`src/rtl/uart_crc_pkg.sv`:
```
// Shared constants and FSM encoding for the CRC-protected UART receiver.
// The transmitter side uses the same frame layout and CRC setup.
package uart_crc_pkg;
  localparam logic [15:0] CRC_POLY     = 16'h1021;
  localparam logic [15:0] CRC_INIT     = 16'hFFFF;
  localparam int          FRAME_BITS   = 26;
  localparam int          PAYLOAD_BITS = 24;

  typedef enum logic [2:0] {
    IDLE  = 3'd0,
    START = 3'd1,
    SHIFT = 3'd2,
    STOP  = 3'd3,
    CHECK = 3'd4
  } rx_state_t;

  typedef struct packed {
    logic [7:0]  data;
    logic [15:0] crc;
    logic        crc_error;
  } rx_result_t;
endpackage

```
`src/rtl/crc16_byte.sv`:
```
// One-byte CRC-16-CCITT step: MSB-first, no reflection, no final XOR.
module crc16_byte
  import uart_crc_pkg::*;
(
  input  logic [7:0]  data,
  input  logic [15:0] seed,
  output logic [15:0] crc
);
  logic [15:0] c;
  logic        fb;

  always_comb begin
    c  = seed;
    fb = 1'b0;
    for (int i = 7; i >= 0; i--) begin
      fb = c[15] ^ data[i];
      c  = {c[14:0], 1'b0} ^ (fb ? CRC_POLY : 16'h0000);
    end
    crc = c;
  end
endmodule

```
`src/rtl/uart_crc_receiver.sv`:
```
// UART receiver for a 26-bit frame: start, data byte, 16-bit CRC, stop.
// The CRC is checked against the data byte once the stop bit is confirmed.
module uart_crc_receiver
  import uart_crc_pkg::*;
#(
  parameter int BAUD_RATE = 9600,
  parameter int CLK_FREQ  = 50000000
) (
  input  logic        clk,
  input  logic        reset_n,
  input  logic        rx_in,
  output logic [7:0]  data_out,
  output logic [15:0] crc_out,
  output logic        data_valid,
  output logic        crc_error,
  output logic        frame_error,
  output logic        rx_busy
);
  localparam int BIT_TICKS  = CLK_FREQ / BAUD_RATE;
  localparam int HALF_TICKS = BIT_TICKS / 2;
  localparam int CW         = $clog2(BIT_TICKS) + 1;
  localparam logic [CW-1:0] BIT_LAST  = CW'(BIT_TICKS - 1);
  localparam logic [CW-1:0] HALF_LAST = CW'(HALF_TICKS - 1);
  localparam logic [4:0]    LAST_BIT  = 5'(PAYLOAD_BITS - 1);

  rx_state_t               state, nxt;
  logic [1:0]              sync;
  logic                    rx_s, rx_prev, fall;
  logic [CW-1:0]           cnt;
  logic [4:0]              bit_cnt;
  logic [PAYLOAD_BITS-1:0] shift;
  logic [15:0]             crc_calc;
  logic                    half_hit, bit_hit, stop_ok, stop_bad;
  rx_result_t              res;

  assign rx_s     = sync[1];
  assign fall     = rx_prev & ~rx_s;
  assign half_hit = (cnt == HALF_LAST);
  assign bit_hit  = (cnt == BIT_LAST);
  assign stop_ok  = (state == STOP) && bit_hit && rx_s;
  assign stop_bad = (state == STOP) && bit_hit && !rx_s;

  crc16_byte u_crc (
    .data (shift[7:0]),
    .seed (CRC_INIT),
    .crc  (crc_calc)
  );

  always_ff @(posedge clk or negedge reset_n) begin
    if (!reset_n) begin
      sync    <= 2'b11;
      rx_prev <= 1'b1;
    end else begin
      sync    <= {sync[0], rx_in};
      rx_prev <= rx_s;
    end
  end

  always_ff @(posedge clk or negedge reset_n) begin
    if (!reset_n) state <= IDLE;
    else          state <= nxt;
  end

  always_comb begin
    nxt = state;
    case (state)
      IDLE:  if (fall) nxt = START;
      START: if (half_hit) nxt = rx_s ? IDLE : SHIFT;
      SHIFT: if (bit_hit && bit_cnt == LAST_BIT) nxt = STOP;
      STOP:  if (bit_hit) nxt = rx_s ? CHECK : IDLE;
      CHECK: nxt = IDLE;
      default: nxt = IDLE;
    endcase
  end

  always_ff @(posedge clk or negedge reset_n) begin
    if (!reset_n) begin
      cnt     <= '0;
      bit_cnt <= '0;
      shift   <= '0;
    end else begin
      case (state)
        START: begin
          cnt     <= half_hit ? '0 : cnt + 1'b1;
          bit_cnt <= '0;
        end
        SHIFT: begin
          cnt <= bit_hit ? '0 : cnt + 1'b1;
          if (bit_hit) begin
            bit_cnt <= bit_cnt + 1'b1;
            shift   <= {rx_s, shift[PAYLOAD_BITS-1:1]};
          end
        end
        STOP:    cnt <= bit_hit ? '0 : cnt + 1'b1;
        default: cnt <= '0;
      endcase
    end
  end

  // Results are captured on the stop-bit sample so they are already stable
  // during the CHECK cycle, when data_valid is raised.
  always_ff @(posedge clk or negedge reset_n) begin
    if (!reset_n) begin
      res         <= '0;
      frame_error <= 1'b0;
    end else begin
      frame_error <= stop_bad;
      if (stop_ok) begin
        res.data      <= shift[7:0];
        res.crc       <= shift[23:8];
        res.crc_error <= (crc_calc != shift[23:8]);
      end
    end
  end

  always_comb begin
    data_valid = (state == CHECK);
    rx_busy    = (state != IDLE);
  end

  assign data_out  = res.data;
  assign crc_out   = res.crc;
  assign crc_error = res.crc_error;
endmodule
```
`config.mk`:
```
export PLATFORM = sky130hd
export DESIGN_NAME = uart_crc_receiver
export DESIGN_NICKNAME = d
export VERILOG_FILES = /design/src/rtl/uart_crc_pkg.sv /design/src/rtl/crc16_byte.sv /design/src/rtl/uart_crc_receiver.sv
export SDC_FILE = /design/constraint.sdc
export NUM_CORES = 1
export LEC_CHECK = 0
export BUFFER_PORTS_ARGS = -buffer_cell sky130_fd_sc_hd__buf_2
export CORE_MARGIN = 2
export CORE_UTILIZATION = 55
export CTS_BUF_LIST = sky130_fd_sc_hd__clkbuf_8
export CTS_CLUSTER_DIAMETER = 60
export DETAILED_ROUTE_END_ITERATION = 8
export PLACE_DENSITY = 0.83
export SYNTH_ARGS = -nofsm -noshare
export SYNTH_HDL_FRONTEND = slang
export SYNTH_SLANG_ARGS = --single-unit
```
`constraint.sdc`:
```
create_clock -name clk -period 3.6 [get_ports clk]
set_input_delay 0.36 -clock clk [delete_from_list [all_inputs] [get_ports clk]]
set_output_delay 0.36 -clock clk [all_outputs]
set_load 0.02 [all_outputs]
```
==> results.tsv <==
stage	metric	value	unit
run_status	outcome	finished clean	
floorplan	die area	6660	um2
power	power density over cell area	501	nW/um2
logic_synthesis	Adder-Cell Fraction of Synth Area	0.756	%
drt	routed length per placed instance	15.6	um
worst_setup_path	critical path startpoint category	flop	
logic_synthesis	Yosys top cell by area	dfrtp_1	
floorplan	die height	81.6	um
power	Leak	1.88	nW
timing	min cycle time layout	2.92	ns
timing	Slew Viols, Final	0	
logic_synthesis	Cell variety after synth	35	
clock_network	post_cts resized	0	
job	max-cap violations	0	
worst_setup_path	CP cell instances	ha_1 -> or4b_1 -> or4_1 -> or2_1 -> mux2_1	
drt	Vias	2115	
timing	Slew @ Worst Pin	1.12	ns
timing	unrepaired setup endpoints after global routing	no	
logic_synthesis	Yosys warnings	0	
place	Area after DPL	3510	um2
logic_synthesis	Post-synth EDFFs	0	
logic_synthesis	syn_area_per_cell	12.3	um2
logic_synthesis	Post-Synth Simple-Gate Area	13.3	%
floorplan	Die W	81.6	um
drt	vias per inst	5.54	
place	HPWL after DPL	3910	um
worst_hold_path	Hold WC Path Type	input pin to flop	
worst_setup_path	CP bufs+invs	0	
timing	Hold Vio Cnt, Final	0	
clock_network	Post-CTS Setup Inserts	0	
finish	Core Util, Final	63.7	%
timing	Fin Hold WS	0.109	ns
clock_network	latest clock arrival within the worst-skew pair	0.35	ns
clock_network	maximum clock path buffer count	2	
logic_synthesis	XOR/XNOR Fraction of Synth Area	6.35	%
place	IO buf count	30	
logic_synthesis	count leader, synth	dfrtp_1	
drt	Routed WL	5950	um
drt	1st-iter DRT viols	113	
grt	first-pass GRT wire length	9970	um
grt	Total Routing Usage GR	20.1	%
clock_network	Inserted Clock Buffers	9	
floorplan	top-level port count	31	
logic_synthesis	post-synthesis sequential area ratio	56.8	%
finish	layout cells sized above 1	26.4	%
grt	antenna violations before repair	0	
timing	final setup violation count	0	
logic_synthesis	largest family of logic cells by synthesized area	multiplexers	
finish	n_diodes	0	
clock_network	clock sinks	75	
logic_synthesis	ys flop type	dfrtp_1	
drt	drt pass-1 iters	4	
finish	Finished Cell Area	3750	um2
worst_setup_path	WP data required	3.83	ns
worst_setup_path	Worst path top cell family by delay	simple AND/OR/NAND/NOR gates	
drt	DRC Markers	0	
clock_network	CTS root buf	clkbuf_8	
logic_synthesis	#FFs+latches synth	75	
timing	normalized max-slew margin	25.4	%
floorplan	starting density of the core	56.3	%
timing	setup TNS	0	ns
worst_setup_path	Critical Path End Type	flop	
worst_setup_path	slowest CP cell	or2_1	
logic_synthesis	compound-gate portion of the synthesized area	3.63	%
clock_network	CTS tree	done	
worst_setup_path	critical path peak fanout	29	
timing	Fmax	342	MHz
worst_setup_path	crit path kind	flop to flop	
finish	Layout area overhead	13.1	%
finish	Layout Cells excl Fill	382	
timing	final setup skew	0.00849	ns
grt	vias in the first global route	2083	
logic_synthesis	cell area after synthesis	3310	um2
grt	gr ovfl total	0	
worst_setup_path	Max stage delay on crit path	0.65	ns
drt	Routed Antenna Nets	0	
logic_synthesis	synthesized instance count	270	
place	RD Place Congestion	0.781	
grt	largest net degree at the start of global routing	45	
floorplan	Cell Rows	28	
power	peak supply drop	0.431	mV
clock_network	H-tree levels	3	
finish	fill count	448	
floorplan	core area	5890	um2
clock_network	clk slew on worst S/H paths	0.08	ns
logic_synthesis	asr flop ratio synth	100	%
finish	Final nets	307	
logic_synthesis	top cells by count, synth	dfrtp_1, mux2_2, mux2_1, nor2_1, xnor2_1	
clock_network	# hold bufs at CTS	0	
timing	Final Cycle Share	81.2	%
worst_setup_path	Worst EP arrival	3.15	ns
logic_synthesis	synth top area cells	dfrtp_1, mux2_2, mux2_1	
place	placed cell count	366	
logic_synthesis	Synth top area share	54.4	%
logic_synthesis	Post-Syn Nets	275	
logic_synthesis	multiplexer share of the synthesized area	16.0	%
## through the flow
stage	setup WS, ns	power (mW)
after floorplan	0.933	1.07
after global placement	0.772	1.12
after detailed placement	0.716	1.12
after CTS	0.664	1.89
after global routing	0.537	1.96
final	0.676	1.88
## sequential cells by signal, indices dropped and copies added, names as in the netlist
| register | flops |
|---|---|
| shift | 24 |
| crc_out | 16 |
| cnt | 14 |
| data_out | 8 |
| bit_cnt | 5 |
| state | 3 |
| sync | 2 |
| crc_error | 1 |
| frame_error | 1 |
| rx_prev | 1 |
## per-layer routing
metal / GRT usage (%) / wire length, um / share of wire [%]
met1: 26.0 / 2800 / 47
met3: 5.49 / 224 / 3.8
met2: 32.0 / 2830 / 48
met5: 0 / 0 / 0
met4: 8.50 / 97 / 1.6
## path summary, 6_finish.rpt
check	from	cells past startpoint	slack [ns]	to
setup / recovery	cnt[0]	5	0.68	shift[0]
hold / removal	rx_in	1	0.11	sync[0]
setup reg to reg	cnt[0]	5	0.68	shift[0]
hold reg to reg	sync[0]	0	0.36	sync[1]
max in group asynchronous	reset_n	2	2.46	sync[0]
min in group asynchronous	reset_n	1	0.15	crc_out[15]
## cells by family after synthesis
kind of cell / count (synthesis)
and+or+nand+nor: 84
DFF: 75
muxes: 47
xor gates and xnor gates: 24
AOI/OAI and AO/OA: 19
buffers and inverters: 19
adders and majority gates: 2
## cells in the final DEF (no fill, tap or decap), types with 7 or more instances in the layout
master,netlist,layout
dfrtp_1,72,72
xnor2_1,15,15
buf_2,3,30
xor2_1,9,9
o21ai_0,7,7
nand3_1,11,11
nand2_1,14,14
mux2_1,22,22
clkbuf_8,0,9
mux2_2,25,25
nor3_1,10,10
nor2_1,22,22
## power breakdown
part           switching, mW  leakage (nW)  internal (mW)
logic                  0.107         0.730         0.0716
registers             0.0518          1.03          0.877
clock network          0.309         0.119          0.459
total                  0.468          1.88           1.41
## layout make-up
cell class / count / area [um2] / area share, %
clock inverter: 7 / 116 / 3.11
sequential: 75 / 1880 / 50.2
inverter: 5 / 18.8 / 0.501
tap: 75 / 93.8 / 2.50
multi-input combinational: 176 / 1330 / 35.4
clock buffer: 9 / 124 / 3.31
timing repair buffer: 35 / 188 / 5.01
## worst register-to-register path, cell delays in order (launching register included)
cell and delay, ns:
dfrtp_1 0.39, ha_1 0.24, or4b_1 0.47, or4_1 0.55, or2_1 0.65, mux2_1 0.51
Note: power is estimated with default switching activity, not from simulation.
